### config.mk
export PLATFORM = sky130hd
export DESIGN_NAME = mem_access_ctrl_flat
export DESIGN_NICKNAME = d
export VERILOG_FILES = /design/src/rtl/mem_access_ctrl_pkg.sv /design/src/rtl/mem_access_ctrl_if.sv /design/src/rtl/mem_access_ctrl_addr_seq.sv /design/src/rtl/mem_access_ctrl.sv /design/src/flat_wrapper.sv
export SDC_FILE = /design/constraint.sdc
export NUM_CORES = 1
export LEC_CHECK = 0
export BUFFER_PORTS_ARGS = -buffer_cell sky130_fd_sc_hd__buf_2
export CORE_MARGIN = 10
export CORE_UTILIZATION = 43
export CTS_CLUSTER_SIZE = 10
export DETAILED_ROUTE_END_ITERATION = 7
export MAX_ROUTING_LAYER = met4
export PLACE_DENSITY = 0.84
export RECOVER_POWER = 25
export SLEW_MARGIN = 10
export SYNTH_ARGS = -nofsm -noshare
export SYNTH_HDL_FRONTEND = slang
export SYNTH_SLANG_ARGS = --single-unit
### constraint.sdc
create_clock -name clk -period 2.2 [get_ports clk]
set_clock_uncertainty 0.1 [all_clocks]
set_input_delay 0.33 -clock clk [delete_from_list [all_inputs] [get_ports clk]]
set_output_delay 0.33 -clock clk [all_outputs]
set_load 0.005 [all_outputs]
### src/rtl/mem_access_ctrl_pkg.sv
// Shared types and widths for the memory access sequencer.
// Build option: MEM_BURST_EN enables multi-beat bursts.
package cpu_mem_pkg;

  localparam int unsigned ADDR_W    = 8;
  localparam int unsigned DATA_W    = 16;
  localparam int unsigned BURST_MAX = 4;
  localparam int unsigned BEATS_W   = $clog2(BURST_MAX);

  typedef enum logic [1:0] {
    IDLE   = 2'd0,
    SETUP  = 2'd1,
    ACCESS = 2'd2,
    DONE   = 2'd3
  } state_e;

endpackage

### src/rtl/mem_access_ctrl_if.sv
// Control-unit request bus and data-memory bus seen by the sequencer.
// The slave modport is the sequencer; master is the requester plus memory.
interface mem_access_ctrl_if;
  import cpu_mem_pkg::*;

  logic               req;
  logic               rw;
  logic [ADDR_W-1:0]  addr;
  logic [BEATS_W-1:0] burst_len;
  logic [DATA_W-1:0]  wdata;
  logic               busy;
  logic               done;
  logic               wtake;
  logic [DATA_W-1:0]  rdata;
  logic               rvalid;
  logic               mem_cs;
  logic               mem_we;
  logic               mem_oe;
  logic [ADDR_W-1:0]  mem_addr;
  logic [DATA_W-1:0]  mem_wdata;
  logic [DATA_W-1:0]  mem_dio;

  modport slave (
    input  req, rw, addr, burst_len, wdata, mem_dio,
    output busy, done, wtake, rdata, rvalid,
    output mem_cs, mem_we, mem_oe, mem_addr, mem_wdata
  );

  modport master (
    output req, rw, addr, burst_len, wdata, mem_dio,
    input  busy, done, wtake, rdata, rvalid,
    input  mem_cs, mem_we, mem_oe, mem_addr, mem_wdata
  );

endinterface

### src/rtl/mem_access_ctrl_addr_seq.sv
// MAR loader with wrapping increment and remaining-beat counter.
// Without MEM_BURST_EN it only loads the start address; every request is one beat.
module mem_addr_seq
  import cpu_mem_pkg::*;
(
  input  logic               clk,
  input  logic               rst,
  input  logic               load,
  input  logic               advance,
  input  logic [ADDR_W-1:0]  addr_in,
  input  logic [BEATS_W-1:0] len_in,
  output logic [ADDR_W-1:0]  mar,
  output logic               last
);

  logic [ADDR_W-1:0] mar_q, mar_d;

`ifdef MEM_BURST_EN
  logic [BEATS_W-1:0] beats_q, beats_d;

  always_comb begin
    mar_d   = mar_q;
    beats_d = beats_q;
    if (load) begin
      mar_d   = addr_in;
      beats_d = len_in;
    end else if (advance) begin
      mar_d   = mar_q + ADDR_W'(1);
      beats_d = beats_q - BEATS_W'(1);
    end
  end

  always_ff @(posedge clk or posedge rst) begin
    if (rst) begin
      mar_q   <= '0;
      beats_q <= '0;
    end else begin
      mar_q   <= mar_d;
      beats_q <= beats_d;
    end
  end

  assign last = (beats_q == '0);
`else
  logic unused_burst;

  always_comb begin
    mar_d = mar_q;
    if (load) mar_d = addr_in;
  end

  always_ff @(posedge clk or posedge rst) begin
    if (rst) mar_q <= '0;
    else     mar_q <= mar_d;
  end

  assign unused_burst = ^{advance, len_in};
  assign last         = 1'b1;
`endif

  assign mar = mar_q;

endmodule

### src/rtl/mem_access_ctrl.sv
// Sequencer between the control unit and the 256x16 data memory: two cycles
// per beat (SETUP, ACCESS), then a one-cycle DONE. Build option: MEM_BURST_EN.
module mem_access_ctrl
  import cpu_mem_pkg::*;
(
  input  logic              clk,
  input  logic              rst,
  mem_access_ctrl_if.slave  bus
);

  state_e            state_q, state_d;
  logic              rw_q, rw_d;
  logic [DATA_W-1:0] mdr_q, mdr_d;
  logic              wtake_q, wtake_d;
  logic              rvalid_q, rvalid_d;
  logic              load;
  logic              advance;
  logic              last;
  logic [ADDR_W-1:0] mar;

  mem_addr_seq u_addr_seq (
    .clk     (clk),
    .rst     (rst),
    .load    (load),
    .advance (advance),
    .addr_in (bus.addr),
    .len_in  (bus.burst_len),
    .mar     (mar),
    .last    (last)
  );

  always_comb begin
    state_d  = state_q;
    rw_d     = rw_q;
    mdr_d    = mdr_q;
    wtake_d  = 1'b0;
    rvalid_d = 1'b0;
    load     = 1'b0;
    advance  = 1'b0;
    unique case (state_q)
      IDLE: begin
        if (bus.req) begin
          load    = 1'b1;
          rw_d    = bus.rw;
          state_d = SETUP;
          if (bus.rw) begin
            mdr_d   = bus.wdata;
            wtake_d = 1'b1;
          end
        end
      end
      SETUP: state_d = ACCESS;
      ACCESS: begin
        if (!rw_q) begin
          mdr_d    = bus.mem_dio;
          rvalid_d = 1'b1;
        end
        if (!last) begin
          advance = 1'b1;
          state_d = SETUP;
          // Next write word is handed off on the same edge the current one commits.
          if (rw_q) begin
            mdr_d   = bus.wdata;
            wtake_d = 1'b1;
          end
        end else begin
          state_d = DONE;
        end
      end
      DONE: state_d = IDLE;
      default: state_d = IDLE;
    endcase
  end

  always_ff @(posedge clk or posedge rst) begin
    if (rst) begin
      state_q  <= IDLE;
      rw_q     <= 1'b0;
      mdr_q    <= '0;
      wtake_q  <= 1'b0;
      rvalid_q <= 1'b0;
    end else begin
      state_q  <= state_d;
      rw_q     <= rw_d;
      mdr_q    <= mdr_d;
      wtake_q  <= wtake_d;
      rvalid_q <= rvalid_d;
    end
  end

  // Memory strobes decode from registered state only, so we/oe are exclusive by construction.
  assign bus.mem_cs    = (state_q == SETUP) || (state_q == ACCESS);
  assign bus.mem_oe    = bus.mem_cs && !rw_q;
  assign bus.mem_we    = (state_q == ACCESS) && rw_q;
  assign bus.mem_addr  = mar;
  assign bus.mem_wdata = mdr_q;
  assign bus.busy      = (state_q != IDLE);
  assign bus.done      = (state_q == DONE);
  assign bus.wtake     = wtake_q;
  assign bus.rvalid    = rvalid_q;
  assign bus.rdata     = mdr_q;

endmodule

### src/flat_wrapper.sv
// flat-port wrapper written by rule: the top's interface ports become plain ports
module mem_access_ctrl_flat import cpu_mem_pkg::*;
  (clk, rst, bus_req, bus_rw, bus_addr, bus_burst_len, bus_wdata, bus_mem_dio, bus_busy, bus_done, bus_wtake, bus_rdata, bus_rvalid, bus_mem_cs, bus_mem_we, bus_mem_oe, bus_mem_addr, bus_mem_wdata);
  mem_access_ctrl_if bus_i ();
  input  logic clk;
  input  logic rst;
  input wire logic [$bits(bus_i.req)-1:0] bus_req;
  input wire logic [$bits(bus_i.rw)-1:0] bus_rw;
  input wire logic [$bits(bus_i.addr)-1:0] bus_addr;
  input wire logic [$bits(bus_i.burst_len)-1:0] bus_burst_len;
  input wire logic [$bits(bus_i.wdata)-1:0] bus_wdata;
  input wire logic [$bits(bus_i.mem_dio)-1:0] bus_mem_dio;
  output wire logic [$bits(bus_i.busy)-1:0] bus_busy;
  output wire logic [$bits(bus_i.done)-1:0] bus_done;
  output wire logic [$bits(bus_i.wtake)-1:0] bus_wtake;
  output wire logic [$bits(bus_i.rdata)-1:0] bus_rdata;
  output wire logic [$bits(bus_i.rvalid)-1:0] bus_rvalid;
  output wire logic [$bits(bus_i.mem_cs)-1:0] bus_mem_cs;
  output wire logic [$bits(bus_i.mem_we)-1:0] bus_mem_we;
  output wire logic [$bits(bus_i.mem_oe)-1:0] bus_mem_oe;
  output wire logic [$bits(bus_i.mem_addr)-1:0] bus_mem_addr;
  output wire logic [$bits(bus_i.mem_wdata)-1:0] bus_mem_wdata;
  assign bus_i.req = bus_req;
  assign bus_i.rw = bus_rw;
  assign bus_i.addr = bus_addr;
  assign bus_i.burst_len = bus_burst_len;
  assign bus_i.wdata = bus_wdata;
  assign bus_i.mem_dio = bus_mem_dio;
  assign bus_busy = bus_i.busy;
  assign bus_done = bus_i.done;
  assign bus_wtake = bus_i.wtake;
  assign bus_rdata = bus_i.rdata;
  assign bus_rvalid = bus_i.rvalid;
  assign bus_mem_cs = bus_i.mem_cs;
  assign bus_mem_we = bus_i.mem_we;
  assign bus_mem_oe = bus_i.mem_oe;
  assign bus_mem_addr = bus_i.mem_addr;
  assign bus_mem_wdata = bus_i.mem_wdata;
  mem_access_ctrl u_core (.clk(clk), .rst(rst), .bus(bus_i));
endmodule
==> out/qor.csv, run 1 <==
stage,metric,value,unit
timing,final-max-slew-violation-count,0,
worst_setup_path,crit_path_max_incr_delay,0.41,ns
floorplan,initial_core_util,0.451,
placement,dpl.hpwl,2950,µm
synth,synth_nets,160,
timing,fmax,0.542,GHz
synth,syn_area,1530,µm²
layout,drive_gt1_frac,0.747,
drt,ant_nets,0,
clock_network,cts_resized,0,
global_route,grt_overflow,0,
global_route,grt_pass1_vias,1275,
drt,routedWlPerCell,14.9,µm
power,power.density,1490,nW/µm²
timing,worstMarginPinSlew,0.699,ns
clock_network,cts_tree,yes,
timing,slew_headroom,0.534,
clock_network,clk_latency,0.32,ns
layout,design_area,1980,µm²
synth,synthDistinctLibCells,19,
timing,fin_crit_sh,0.839,
synth,avgSynthCellArea,13.9,µm²
worst_setup_path,critPathSlowestCell,dfrtp_1,
power,leakage,1.04,nW
power,p_sw_frac,0.339,
global_route,grt_use_total,0.116,
worst_setup_path,worst-setup-path-type,register to register,
power,pwr-share-seq,0.329,
synth,yosys_warnings,0,
worst_setup_path,cp.arrival,1.95,ns
run_status,status,"complete, no violations",
layout,fin_nets,243,
clock_network,cts_sinks,29,
worst_setup_path,path_max_fanout,16,
timing,finalHoldViolations,0,
synth,synth_most_common_cell,mux2_2,
synth,synthesis.instances,110,
timing,layout_min_cycle_time,1.85,ns
drt,drt-total-wl,3570,µm
synth,ys_seq_area_frac,0.474,
placement,place.gp.congestion,0.744,
synth,synth_top_area_cell,dfrtp_1,
drt,num_vias,1110,
clock_network,h-tree-depth,2,
power,p_switching,1.00,mW
worst_setup_path,critical_path_required,2.31,ns
power,internal-power,1.96,mW
synth,synthTopCellsByCount,"mux2_2 (31), dfrtp_1 (29), buf_4 (16), mux2_4 (10)",
floorplan,die_area,6340,µm²
drt,drtIter0Drc,30,
global_route,antenna_found_initial,0,
timing,rsz0062_at_grt,no,
placement,io_buffer_count,90,
drt,drc,0,
clock_network,cts_hold_buffers,1,
worst_setup_path,path_cells,inv_1 > ha_1 > nor2_2 > a211oi_4 > buf_12 > mux2_2,
timing,setup_viol,0,
clock_network,clockBufferDepth,2,
floorplan,die_w,79.7,µm
drt,vias_per_cell,4.63,
floorplan,io_pins,93,
synth,ys_ff_latch,29,
clock_network,numCtsBuffers,5,
worst_hold_path,min_path_type,input pin to register,
timing,tns,0,ns
layout,num_antenna_cells,0,
worst_setup_path,end_kind,register,
placement,dpl-instance-area,1930,µm²
drt,firstDrtPassIters,4,
synth,synthArstFlopShare,1.00,
clock_network,cts_setup_buffers,0,
global_route,grt_first_pass_wirelength,5730,µm
clock_network,clockRootBuffer,clkbuf_4,
synth,synth_top_cell_area_share,0.474,
synth,synth-main-ff-cell,dfrtp_1,
power,pwr-share-comb,0.570,
power,peakVddDrop,0.000614,V
synth,synth_edf_count,0,
worst_setup_path,crit_buf_inv,2,
floorplan,rows,21,
synth,synth_area_leaders,"dfrtp_1 (47%), mux2_2 (23%), mux2_4 (9.8%), buf_4 (7.8%), ha_1 (3.3%)",
floorplan,coreArea,3390,µm²
clock_network,clkTransAtPathRegs,0.09,ns
layout,areaGrowthSynthToFinish,29.7,%
worst_setup_path,cp_top_family,flip-flops,
global_route,grt_max_degree,30,
run,cap_violations,0,
worst_setup_path,startpoint_type,register,
power,clkPwrFrac,0.100,
floorplan,die_h,79.7,µm
-- per-layer routing --
layer | track usage | share of wire | vias up
met4 | 0.0484 | 0.017 | 0
li1 | - | - | 521
met1 | 0.102 | 0.36 | 529
met2 | 0.205 | 0.52 | 54
met5 | - | 0 | -
met3 | 0.0586 | 0.10 | 6
-- path summary, 6_finish.rpt --
path	from	to	slack (ns)	cells after the start
max in group asynchronous	rst	u_core.bus.mem_wdata[5]	0.92	4
min in group asynchronous	rst	u_core.u_addr_seq.mar[4]	0.64	4
max	u_core.state_q[0]	u_core.bus.mem_wdata[15]	0.35	6
max reg2reg	u_core.state_q[0]	u_core.bus.mem_wdata[15]	0.35	6
min reg2reg	u_core.rw_q	u_core.bus.rvalid	0.40	1
min	bus_addr[7]	u_core.u_addr_seq.mar[7]	0.14	2
-- cells by family after synthesis --
kind of cell | Yosys count | share of synthesized area
muxes | 41 | 0.326
DFF | 29 | 0.474
buffers and inverters | 23 | 0.111
and+or+nand+nor | 10 | 0.0360
adders and majority gates | 4 | 0.0327
AOI/OAI and AO/OA | 3 | 0.0196
-- power groups by stage --
stage | sequential (mW) | clock (mW) | combinational (mW)
final | 0.976 | 0.297 | 1.69
after global routing | 1.02 | 0.346 | 1.86
after global placement | 0.974 | 0 | 1.70
after detailed placement | 0.988 | 0 | 1.73
after floorplan | 1.00 | 0 | 1.27
after CTS | 0.984 | 0.316 | 1.74
-- metrics by stage --
step / setup slack (ns) / utilization / std cells / hold slack (ns) / power (mW)
after floorplan: 0.271 / - / 110 / 0.308 / 2.27
after global routing: 0.235 / 0.585 / 240 / 0.103 / 3.22
after global placement: 0.396 / 0.568 / 231 / 0.319 / 2.68
final: 0.354 / 0.585 / 240 / 0.137 / 2.96
after CTS: 0.334 / 0.586 / 240 / 0.119 / 3.04
after detailed placement: 0.355 / 0.568 / 231 / 0.320 / 2.72
-- final cells by class --
cell class	instances	area [µm²]
fillers	286	1410
clock buffers	6	41.3
multi-input cells	58	634
well taps	46	57.6
repair buffers	95	500
clock inverters	2	10.0
flip-flops and latches	29	726
inverters	4	15.0
-- registers in the layout, summed over array words and instances (netlist names) --
register,count
u_core.bus.wtake,1
u_core.bus.rvalid,1
u_core.bus.mem_wdata,16
u_core.u_addr_seq.mar,8
u_core.rw_q,1
u_core.state_q,2
-- placed cells by master, fill, tap and decap left out --
cell type	instances
mux2_4	10
clkbuf_1	1
clkinv_2	2
nor2_2	1
o21ai_0	1
buf_2	90
a211oi_4	1
clkbuf_2	1
mux2_2	31
dfrtp_1	29
buf_4	2
nand2b_1	1
nand2_1	3
nor2b_1	2
nor2_1	1
and2_4	1
inv_1	4
ha_1	4
dlygate4sd3_1	1
a21oi_1	1
buf_12	1
clkbuf_4	5
and3_1	1
No activity file was read; power rests on OpenSTA's default activity.
==> run 2, diff against run 1 <==
ABC_AREA = 1   (was unset)
PLACE_DENSITY = 0.83   (was 0.84)
clock period = 1.8 ns   (was 2.2 ns; I/O delays follow)
==> run 2 against run 1 <==
Effect of this change: wire length up 21%; via count up 34%; utilization up 1.4 points; critical path type is now register to primary output.
==> out/qor.csv, run 2 <==
stage,metric,value,unit,change
run_status,status,"complete, no violations",,unchanged
synth,synth_most_common_cell,nand2_1,,was mux2_2
placement,place.gp.congestion,0.770,,was 0.744
worst_setup_path,path_max_fanout,12,,was 16
layout,largest_reg_flops,16,,unchanged
drt,vias_per_cell,4.45,,was 4.63
worst_setup_path,critPathSlowestCell,dfrtp_1,,unchanged
synth,ys_seq_area_frac,0.462,,was 0.474
drt,drc,0,,unchanged
drt,ant_nets,0,,unchanged
clock_network,clockBufferDepth,2,,unchanged
timing,layout_min_cycle_time,1.67,ns,
synth,synth_nets,256,,was 160
layout,layout_common_cells,"nand2_1 (104), buf_2 (90), dfrtp_1 (29), nand3_1 (25), inv_1 (10)",,"was buf_2 (90), mux2_2 (31), dfrtp_1 (29), mux2_4 (10), clkbuf_4 (5)"
layout,areaGrowthSynthToFinish,31.3,%,was 29.7%
layout,fin_nets,336,,was 243
floorplan,die_w,80.5,µm,was 79.7 µm
clock_network,numCtsBuffers,5,,unchanged
timing,tns,0,ns,unchanged
timing,worstMarginPinSlew,0.716,ns,was 0.699 ns
drt,drt-total-wl,4310,µm,was 3570 µm
layout,drive_gt1_frac,0.383,,was 0.747
synth,ys_ff_latch,29,,unchanged
global_route,grt_pass1_vias,1483,,was 1275
synth,synth_top_cell_area_share,0.462,,was 0.474
synth,synth_top_area_cell,dfrtp_1,,unchanged
run,cap_violations,0,,unchanged
timing,setup_viol,0,,unchanged
synth,synthTopCellsByCount,"nand2_1 (104), dfrtp_1 (29), nand3_1 (25), buf_4 (18), inv_1 (10)",,"was mux2_2 (31), dfrtp_1 (29), buf_4 (16), mux2_4 (10)"
worst_setup_path,rr_endpoint,u_core.bus.mem_wdata[3],,was u_core.bus.mem_wdata[15]
worst_setup_path,worst-setup-path-type,register to primary output,,was register to register
worst_setup_path,path_cells,inv_1 > ha_1 > buf_6 > inv_1 > buf_2,,was inv_1 > ha_1 > nor2_2 > a211oi_4 > buf_12 > mux2_2
layout,final_common_cell,nand2_1,,was buf_2
floorplan,rows,21,,unchanged
synth,synthesis.instances,206,,was 110
power,peakVddDrop,0.000877,V,was 0.000614 V
timing,fmax,0.598,GHz,
floorplan,initial_core_util,0.457,,was 0.451
worst_setup_path,ff2ff_setup_slack,0.26,ns,was 0.35 ns
power,leakage,1.31,nW,was 1.04 nW
synth,synth_edf_count,0,,unchanged
layout,fillers,327,,was 286
synth,synthDistinctLibCells,14,,was 19
synth,synth-main-ff-cell,dfrtp_1,,unchanged
worst_setup_path,startpoint,u_core.state_q[0],,unchanged
worst_setup_path,crit_path_max_incr_delay,0.38,ns,was 0.41 ns
timing,slew_headroom,0.523,,was 0.534
placement,numPlacedInstances,324,,was 231
synth,avgSynthCellArea,7.63,µm²,was 13.9 µm²
worst_setup_path,startpoint_type,register,,unchanged
worst_setup_path,endpoint,bus_busy,,was u_core.bus.mem_wdata[15]
floorplan,io_pins,93,,unchanged
global_route,grt_overflow,0,,unchanged
worst_setup_path,reg2reg_depth,8,,was 6
drt,drtIter0Drc,82,,was 30
drt,firstDrtPassIters,4,,unchanged
drt,routedWlPerCell,12.9,µm,was 14.9 µm
synth,synth_area_leaders,"dfrtp_1 (46%), nand2_1 (25%), buf_4 (8.6%), nand3_1 (8.0%), ha_1 (3.2%)",,"was dfrtp_1 (47%), mux2_2 (23%), mux2_4 (9.8%), buf_4 (7.8%), ha_1 (3.3%)"
layout,design_area,2060,µm²,was 1980 µm²
worst_setup_path,critical_path_required,1.43,ns,was 2.31 ns
power,power.density,1800,nW/µm²,was 1490 nW/µm²
layout,fin_cells,333,,was 240
worst_hold_path,min_path_type,input pin to register,,unchanged
synth,syn_area,1570,µm²,was 1530 µm²
global_route,grt_use_total,0.133,,was 0.116
synth,synthArstFlopShare,1.00,,unchanged
worst_setup_path,cp.arrival,1.30,ns,was 1.95 ns
global_route,grt_first_pass_wirelength,6670,µm,was 5730 µm
placement,io_buffer_count,90,,unchanged
global_route,antenna_found_initial,0,,unchanged
worst_setup_path,end_kind,primary output,,was register
timing,fin_crit_sh,0.928,,
clock_network,cts_sinks,29,,unchanged
timing,finalHoldViolations,0,,unchanged
drt,num_vias,1482,,was 1110
clock_network,clk_latency,0.27,ns,was 0.32 ns
global_route,grt_max_degree,30,,unchanged
clock_network,clockRootBuffer,clkbuf_8,,was clkbuf_4
clock_network,clkTransAtPathRegs,0.06,ns,was 0.09 ns
floorplan,die_h,80.5,µm,was 79.7 µm
clock_network,cts_tree,yes,,unchanged
layout,num_antenna_cells,0,,unchanged
timing,final-max-slew-violation-count,0,,unchanged
clock_network,cts_setup_buffers,0,,unchanged
placement,dpl.hpwl,3310,µm,was 2950 µm
worst_setup_path,crit_top_cell,inv_1,,
synth,yosys_warnings,0,,unchanged
timing,hold_slack,0.126,ns,was 0.137 ns
timing,rsz0062_at_grt,no,,unchanged
floorplan,die_area,6470,µm²,was 6340 µm²
floorplan,coreArea,3440,µm²,was 3390 µm²
placement,dpl-instance-area,1950,µm²,was 1930 µm²
clock_network,h-tree-depth,2,,unchanged
worst_setup_path,r2r_start,u_core.state_q[0],,unchanged
[run 2: cells by family after synthesis]
kind of cell               synth area share
buffers and inverters                 0.139
and+or+nand+nor                       0.358
adders and majority gates            0.0318
DFF                                   0.462
AOI/OAI and AO/OA                   0.00955
[run 2: routing by layer]
layer,vias to the layer above,GRT usage,wire (µm)
met3,7,0.0434,364
met1,644,0.137,1770
met2,53,0.228,2120
met4,0,0.0581,57
li1,778,-,-
met5,-,-,0
[run 2: layout make-up]
| type | instances | area (µm²) | area share |
|---|---|---|---|
| Sequential cell | 29 | 726 | 0.352 |
| Inverter | 11 | 41.3 | 0.0200 |
| Clock buffer | 7 | 96.3 | 0.0467 |
| Timing Repair Buffer | 97 | 507 | 0.246 |
| Clock inverter | 1 | 5.00 | 0.00243 |
| Tap cell | 46 | 57.6 | 0.0279 |
| Multi-Input combinational cell | 142 | 631 | 0.306 |
[run 2: worst max-delay path, delay by kind of cell, from the launching register on]
kind | cells | cell delay, ns
buffers and inverters | 4 | 0.44
flip-flops | 1 | 0.38
adder cells (fa/ha/maj) | 1 | 0.21
[run 2: report_power, final]
| part | internal (mW) | switching, mW |
|---|---|---|
| Clock | 0.345 | 0.238 |
| Sequential | 0.970 | 0.184 |
| Combinational | 0.823 | 1.14 |
[run 2: per-stage QoR]
step,power [mW],setup WS [ns],utilization
3_3_place_gp,3.12,0.191,0.566
2_1_floorplan,2.59,0.344,-
3_5_place_dp,3.16,0.167,0.566
5_1_grt,4.07,0.00783,0.599
6_report,3.70,0.129,0.599
4_1_cts,3.76,0.0281,0.598
[run 2: how the worst min path moves through the flow]
stage,startpoint,endpoint,slack [ns],cells past startpoint
final,bus_addr[6],u_core.u_addr_seq.mar[6],0.13,3
after global routing,bus_addr[6],u_core.u_addr_seq.mar[6],0.13,3
after CTS,bus_addr[6],u_core.u_addr_seq.mar[6],0.12,3
after detailed placement,rst,u_core.u_addr_seq.mar[1],0.26,3
after global placement,rst,u_core.u_addr_seq.mar[1],0.26,3
after floorplan,rst,u_core.bus.mem_wdata[0],0.25,1
[run 2: timing repair]
item,4_1_cts,5_1_grt
gates resized for setup,0,2
endpoints found under the hold margin,29,0
endpoints found under the setup margin,0,2
hold buffers,1,0
